[src/rtl/life_pkg.sv]
// Shared types, rule constants and grid index helper for the Game of Life engine.
package life_pkg;

  typedef enum logic [1:0] {IDLE, RUN, HALT} state_t;

  localparam logic [3:0] BIRTH   = 4'd3;
  localparam logic [3:0] SURV_LO = 4'd2;
  localparam logic [3:0] SURV_HI = 4'd3;

  // Neighbour offsets; order is NW, N, NE, W, E, SW, S, SE.
  localparam int NBR_DR [8] = '{-1, -1, -1, 0, 0, 1, 1, 1};
  localparam int NBR_DC [8] = '{-1, 0, 1, -1, 1, -1, 0, 1};

  function automatic int idx(input int r, input int c, input int cols);
    return r * cols + c;
  endfunction

endpackage

[src/rtl/life_cell.sv]
// One Game of Life cell: Moore neighbour count and B3/S23 next-state rule.
module life_cell
  import life_pkg::*;
(
  input  logic [7:0] nbr,
  input  logic       alive,
  output logic       alive_next
);

  logic [3:0] cnt;

  always_comb begin
    cnt = '0;
    for (int i = 0; i < 8; i++) begin
      cnt = cnt + {3'b000, nbr[i]};
    end
    alive_next = (cnt == BIRTH) || (alive && (cnt >= SURV_LO) && (cnt <= SURV_HI));
  end

endmodule

[src/rtl/life_engine.sv]
// Registered ROWS x COLS Game of Life grid with run/step control, generation counter and
// self-halting on stability, extinction or a generation limit.
module life_engine
  import life_pkg::*;
#(
  parameter int unsigned ROWS  = 16,
  parameter int unsigned COLS  = 16,
  parameter int unsigned GEN_W = 16
) (
  input  logic                 clk,
  input  logic                 reset,
  input  logic [ROWS*COLS-1:0] seed,
  input  logic                 load,
  input  logic                 run,
  input  logic                 step,
  input  logic                 wrap,
  input  logic [GEN_W-1:0]     max_gen,
  output logic [ROWS*COLS-1:0] grid,
  output logic [GEN_W-1:0]     gen_count,
  output logic                 stable,
  output logic                 extinct,
  output logic                 done
);

  localparam int N      = int'(ROWS * COLS);
  localparam int ROWS_I = int'(ROWS);
  localparam int COLS_I = int'(COLS);

  state_t           state_q, state_d;
  logic [N-1:0]     grid_q, grid_d, next_grid;
  logic [GEN_W-1:0] gen_q, gen_d, gen_inc;
  logic             stable_q, stable_d, extinct_q, extinct_d;
  logic             upd, halt;

  for (genvar r = 0; r < ROWS_I; r++) begin : g_row
    for (genvar c = 0; c < COLS_I; c++) begin : g_col
      logic [7:0] nbr;
      for (genvar k = 0; k < 8; k++) begin : g_nbr
        localparam int  RR     = r + NBR_DR[k];
        localparam int  CC     = c + NBR_DC[k];
        localparam bit  INSIDE = (RR >= 0) && (RR < ROWS_I) && (CC >= 0) && (CC < COLS_I);
        localparam int  NI     = idx((RR + ROWS_I) % ROWS_I, (CC + COLS_I) % COLS_I, COLS_I);
        // Off-grid neighbours exist only when the torus is closed.
        if (INSIDE) begin : g_in
          assign nbr[k] = grid_q[NI];
        end else begin : g_edge
          assign nbr[k] = wrap & grid_q[NI];
        end
      end
      life_cell u_cell (
        .nbr       (nbr),
        .alive     (grid_q[idx(r, c, COLS_I)]),
        .alive_next(next_grid[idx(r, c, COLS_I)])
      );
    end
  end

  always_comb begin
    state_d   = state_q;
    grid_d    = grid_q;
    gen_d     = gen_q;
    stable_d  = stable_q;
    extinct_d = extinct_q;
    upd       = 1'b0;
    gen_inc   = gen_q + GEN_W'(1'b1);
    halt      = (next_grid == grid_q) || (next_grid == '0) ||
                ((max_gen != '0) && (gen_inc == max_gen)) || (gen_inc == '1);
    if (load) begin
      grid_d    = seed;
      gen_d     = '0;
      stable_d  = 1'b0;
      extinct_d = (seed == '0);
      state_d   = IDLE;
    end else begin
      unique case (state_q)
        IDLE: begin
          if (run) begin
            upd     = 1'b1;
            state_d = RUN;
          end else if (step) begin
            upd = 1'b1;
          end
        end
        RUN: begin
          if (run) upd = 1'b1;
          else state_d = IDLE;
        end
        HALT:    ;
        default: state_d = IDLE;
      endcase
      if (upd) begin
        grid_d    = next_grid;
        gen_d     = gen_inc;
        stable_d  = (next_grid == grid_q);
        extinct_d = (next_grid == '0);
        if (halt) state_d = HALT;
      end
    end
  end

  always_ff @(posedge clk or negedge reset) begin
    if (!reset) begin
      state_q   <= IDLE;
      grid_q    <= '0;
      gen_q     <= '0;
      stable_q  <= 1'b0;
      extinct_q <= 1'b0;
    end else begin
      state_q   <= state_d;
      grid_q    <= grid_d;
      gen_q     <= gen_d;
      stable_q  <= stable_d;
      extinct_q <= extinct_d;
    end
  end

  assign grid      = grid_q;
  assign gen_count = gen_q;
  assign stable    = stable_q;
  assign extinct   = extinct_q;
  assign done      = (state_q == HALT);

endmodule
[config.mk]
export PLATFORM = sky130hd
export DESIGN_NAME = life_engine
export DESIGN_NICKNAME = d
export VERILOG_FILES = /design/src/rtl/life_pkg.sv /design/src/rtl/life_cell.sv /design/src/rtl/life_engine.sv
export SDC_FILE = /design/constraint.sdc
export NUM_CORES = 2
export LEC_CHECK = 0
export CAP_MARGIN = 20
export CELL_PAD_IN_SITES_DETAIL_PLACEMENT = 0
export CELL_PAD_IN_SITES_GLOBAL_PLACEMENT = 1
export CORE_MARGIN = 3
export CORE_UTILIZATION = 24
export CTS_BUF_LIST = sky130_fd_sc_hd__clkbuf_2
export DETAILED_ROUTE_END_ITERATION = 10
export PLACE_DENSITY_LB_ADDON = 0.1
export RECOVER_POWER = 50
export SYNTH_ARGS = -nofsm -noshare
export SYNTH_HDL_FRONTEND = slang
export SYNTH_SLANG_ARGS = --single-unit
[constraint.sdc]
create_clock -name clk -period 5.34 [get_ports clk]
set_input_delay 1.602 -clock clk [delete_from_list [all_inputs] [get_ports clk]]
set_output_delay 1.602 -clock clk [all_outputs]
set_load 0.05 [all_outputs]
==> run summary <==
The number of synthesized flops with an enable pin is 0. Static timing analysis puts the maximum clock frequency at about 0.17 GHz. The number of sinks on the clock net is 276. The initial antenna violation count is between 150 and 200. By area, the combinational part of the netlist is dominated by adder cells. The initial core utilization came out at 24.2%. The startpoint of the worst-slack reg-to-reg timing path is grid[211]$_DFFE_PN0P_.

The final routed DRC violation total came out at 0. The register-to-register setup slack is -0.53 ns. The minimum clock period after layout is 5.87 ns.

Measured along the x axis, the die boundary spans 540 um. The multi-input combinational cell area came out at ~55000 um^2. The launch point of the worst path is grid[211]$_DFFE_PN0P_. sky130_fd_sc_hd__inv_1 is the most common cell in the netlist. The library cell with the largest summed area after synthesis is sky130_fd_sc_hd__fa_1.

CTS placed an instance of sky130_fd_sc_hd__clkbuf_2 at the clock tree root. The core area came out at 283000 um^2. The clock buffer count from CTS is 116.

The final reports fail on max-capacitance violations, max-slew violations, negative setup slack. After synthesis, the most frequently instantiated cells are sky130_fd_sc_hd__inv_1, sky130_fd_sc_hd__fa_1, sky130_fd_sc_hd__ha_1, sky130_fd_sc_hd__o21ai_0, sky130_fd_sc_hd__nand2_1. The setup clock skew after layout came out at 0.162 ns. In this run the number of H-tree levels came out at 3. The share of post-route cells with drive strength above 1 came out at 28.4%. The critical path goes through buf_12 > buf_4 > ha_1 > inv_1 > fa_1 > fa_1 > fa_1 > fa_1 > nor2_1 > nand3_1 > a21o_1 > o32ai_1 > nor4_1 > buf_4 > nand4_1 > nor4_4 > buf_4 > and4b_2 > buf_12 > o31a_1. The average vias per placed instance is roughly 5.4. The tightest min-delay check is of the in -> reg type.

TritonCTS built the clock tree. The simple-gate area share of the yosys netlist came out at between 15 and 20%. Pin placement for this block handled about 550 I/O pins. The violation count after the first detailed-route iteration came out at 9566. After detailed routing, the average wire length per cell comes to 44.3 um. The global placer's final weighted congestion came out at 1.11. The later pin in the worst-skew pair is clocked with a latency of 1.79 ns. During synthesis, Yosys emitted a total of 0 warnings. The worst setup path endpoint is state_q[1]$_DFF_PN0_. Across all hold checks on the routed design, the worst slack comes to 0.239 ns. The net count reported at finish came out at 12800. Setup violations remaining at the end of the flow were counted as 11. The residual overflow from global routing came out at 0. The pin count of the biggest net entering global routing came out at 148. The number of hold-slack violations in the final timing report is 0.

The critical path required time came out at 6.95 ns. The final max-slew violation count is 97. The delay of the slowest cell on the worst path came out at 1.08 ns. The transition at the pin with the smallest max-transition slack is around 5.0 ns.

The number of inserted filler cells in the final layout came out at 29600. Once detail routing completed, the nets flagged for antenna violations numbered 0. For this run, the leading register cell type out of synthesis is sky130_fd_sc_hd__dfrtp_1. Setup repair after global routing could not meet its margin everywhere. The flip-flop and latch count after synthesis came out at 276. After layout, the worst setup slack is -0.533 ns. The number of nets handed over by synthesis was 9970. The largest buffer count on any clock path came out at 4. In this run the biggest area consumer among cell types represents between 20 and 30% of the synthesized area. Before antenna repair, the detailed router went through 6 iterations. By area the synthesized netlist is led by sky130_fd_sc_hd__fa_1, sky130_fd_sc_hd__ha_1, sky130_fd_sc_hd__dfrtp_1, sky130_fd_sc_hd__inv_1, sky130_fd_sc_hd__o21ai_0.

By startpoint and endpoint, the worst setup path is classified as reg -> reg. The synthesized cell area is 68600 um^2. Clock-pin slew was measured on the worst setup and hold paths at 0.08 ns.

Of all flip-flops after synthesis, the portion carrying an async set or reset was 100%. In this design, the critical path's most frequently occurring cell is sky130_fd_sc_hd__fa_1. Registers take roughly 7000 um^2. Measured on the finished design, the core utilization comes to 35.9%. The global router's overall resource usage is 43.5%. The count of input and output buffers is 552.

The portion of netlist area occupied by mux cells came out at 2.89%. For this block, the routed nets add up to 651000 um of wire. The via count of the first global-routing pass is 76800. The height of the chip came out at between 500 and 600 um. The row count is 195.

Summing the areas of all compound-gate instances in the mapped netlist gives between 10% and 20% of the synthesized area. The count of maximum capacitance violations is 2. The synthesized netlist devotes less than 1% of its cell area to XOR and XNOR gates. The slowest stage of the critical path is the sky130_fd_sc_hd__o32ai_1 cell. The length in cells of the worst reg-to-reg path came out at 20. The area overhead of the layout relative to synthesis came out at 48.2%.

The count of mapped cells out of synthesis is 7910. The signal arrival time at the worst endpoint came out at 7.48 ns. The adder and majority gate portion of the synthesized area is between 40% and 50%.

The share of the clock period used by the worst path came out at 110%. The endpoint type of the worst setup path is a register. The total number of vias came out at 79900. The proportion of synthesized chip area in sequential cells is 10.1%. The worst pin sits at a relative slew slack of -235%. The first-pass GRT wire length is ~820000 um. The top fanout value on the critical path came out at 6. The number of unique standard cell types used by synthesis came out at between 80 and 90. The HPWL after detailed placement came out at between 500000 and 600000 um. The worst setup path is launched from a register. The endpoint identified for the worst register-to-register timing path is state_q[1]$_DFF_PN0_. The die outline area came out at 292000 um^2. The run finished, with violations left. After synthesis, the mean cell area works out to 8.67 um^2.
==> cell usage in the layout, fill, tap and decap left out, types with 27 or more instances in the layout <==
cell type	count
sky130_fd_sc_hd__nand2b_1	205
sky130_fd_sc_hd__buf_4	2279
sky130_fd_sc_hd__a211oi_1	41
sky130_fd_sc_hd__a2111oi_0	27
sky130_fd_sc_hd__xnor2_1	30
sky130_fd_sc_hd__clkbuf_2	163
sky130_fd_sc_hd__o22ai_1	27
sky130_fd_sc_hd__a31oi_1	54
sky130_fd_sc_hd__mux2i_1	143
sky130_fd_sc_hd__a22o_1	29
sky130_fd_sc_hd__inv_1	1422
sky130_fd_sc_hd__nand2_1	519
sky130_fd_sc_hd__nor2b_1	219
sky130_fd_sc_hd__dfrtp_1	240
sky130_fd_sc_hd__nand3_1	102
sky130_fd_sc_hd__mux2_2	49
sky130_fd_sc_hd__nor3b_1	66
sky130_fd_sc_hd__xor2_1	34
sky130_fd_sc_hd__clkbuf_1	27
sky130_fd_sc_hd__ha_1	767
sky130_fd_sc_hd__nor4_2	38
sky130_fd_sc_hd__dfrtp_2	36
sky130_fd_sc_hd__a221oi_1	63
sky130_fd_sc_hd__nor3_1	170
sky130_fd_sc_hd__fa_1	981
sky130_fd_sc_hd__clkdlybuf4s50_1	541
sky130_fd_sc_hd__a22oi_1	49
sky130_fd_sc_hd__nor4_1	175
sky130_fd_sc_hd__or4_1	32
sky130_fd_sc_hd__nand4_1	116
sky130_fd_sc_hd__fa_2	29
sky130_fd_sc_hd__o21ai_0	577
sky130_fd_sc_hd__diode_2	111
sky130_fd_sc_hd__buf_12	265
sky130_fd_sc_hd__nor2_1	402
sky130_fd_sc_hd__or3_1	46
sky130_fd_sc_hd__a21oi_1	223
==> kinds of logic (layout without fill, tap and decap cells) <==
family / after synthesis / in the layout
compound gates: 1463 / 1463
xor+xnor: 70 / 70
fa+ha+maj: 1782 / 1782
buf+inv: 1841 / 4774
flops: 276 / 276
mux: 192 / 192
other cells: 0 / 111
simple gates: 2286 / 2286
==> worst max-delay path: cells and delay by family, from the launching register on <==
| kind | cells | cell delay, ns |
|---|---|---|
| DFF | 1 | 0.40 |
| buffers and inverters | 6 | 0.94 |
| adders and majority gates | 5 | 2.02 |
| AOI/OAI and AO/OA | 3 | 1.52 |
| and+or+nand+nor | 6 | 0.84 |
==> metrics by stage <==
stage / cell area, um^2 / std cells / worst slack (ns) / setup TNS [ns]
global placement: 99300 / 14400 / -2.25 / -24.35
CTS: 101000 / 14600 / -0.418 / -1.45
global route: 101000 / 14600 / -0.508 / -6.10
floorplan: 68600 / 7910 / -0.836 / -3.13
finish: 102000 / 14700 / -0.533 / -2.15
detailed placement: 99300 / 14400 / -2.29 / -24.91
==> timing repair <==
| action | in CTS | in global routing |
|---|---|---|
| cloned | 0 | 0 |
| hold buffers | 1 | 0 |
| resized for setup | 139 | 118 |
| hold endpoints to repair | 51 | 0 |
| endpoints found under the setup margin | 13 | 4 |
| setup buffers | 23 | 19 |
| pin swaps | 38 | 57 |
==> worst min path at each step <==
| stage | from | endpoint | slack, ns | cells after the start |
|---|---|---|---|---|
| 6_report | load | grid[213]$_DFFE_PN0P_ | 0.24 | 3 |
| 5_1_grt | load | grid[216]$_DFFE_PN0P_ | 0.23 | 3 |
| 4_1_cts | load | grid[216]$_DFFE_PN0P_ | 0.006 | 3 |
| 3_5_place_dp | state_q[1]$_DFF_PN0_ | state_q[0]$_DFF_PN0_ | 0.63 | 3 |
| 3_3_place_gp | state_q[1]$_DFF_PN0_ | state_q[0]$_DFF_PN0_ | 0.61 | 3 |
| 2_1_floorplan | state_q[1]$_DFF_PN0_ | state_q[0]$_DFF_PN0_ | 0.53 | 3 |
==> final cells by class <==
class | count | share of cell area, %
tap | 3743 | 4.61
antenna | 111 | 0.273
sequential | 276 | 6.84
timing repair buffer | 3153 | 27.9
clock inverter | 26 | 0.134
inverter | 1435 | 5.33
clock buffer | 160 | 0.788
multi-input combinational | 5793 | 54.1
==> sequential cells by signal, summed over array words and instances (netlist names) <==
signal     flops
stable         1
grid         256
extinct        1
gen_count     16
state_q        2
==> metal layers <==
| metal | part of all wire (%) | wire length, um | global-route usage, % |
|---|---|---|---|
| met5 | 0.080 | 521 | 0 |
| met4 | 9.0 | 58800 | 31.7 |
| met3 | 9.1 | 59000 | 11.8 |
| met2 | 41 | 265000 | 62.5 |
| met1 | 41 | 268000 | 55.7 |
Power is not shown: default switching activity piles up to over one toggle a cycle in this logic, so the estimate is an artifact.
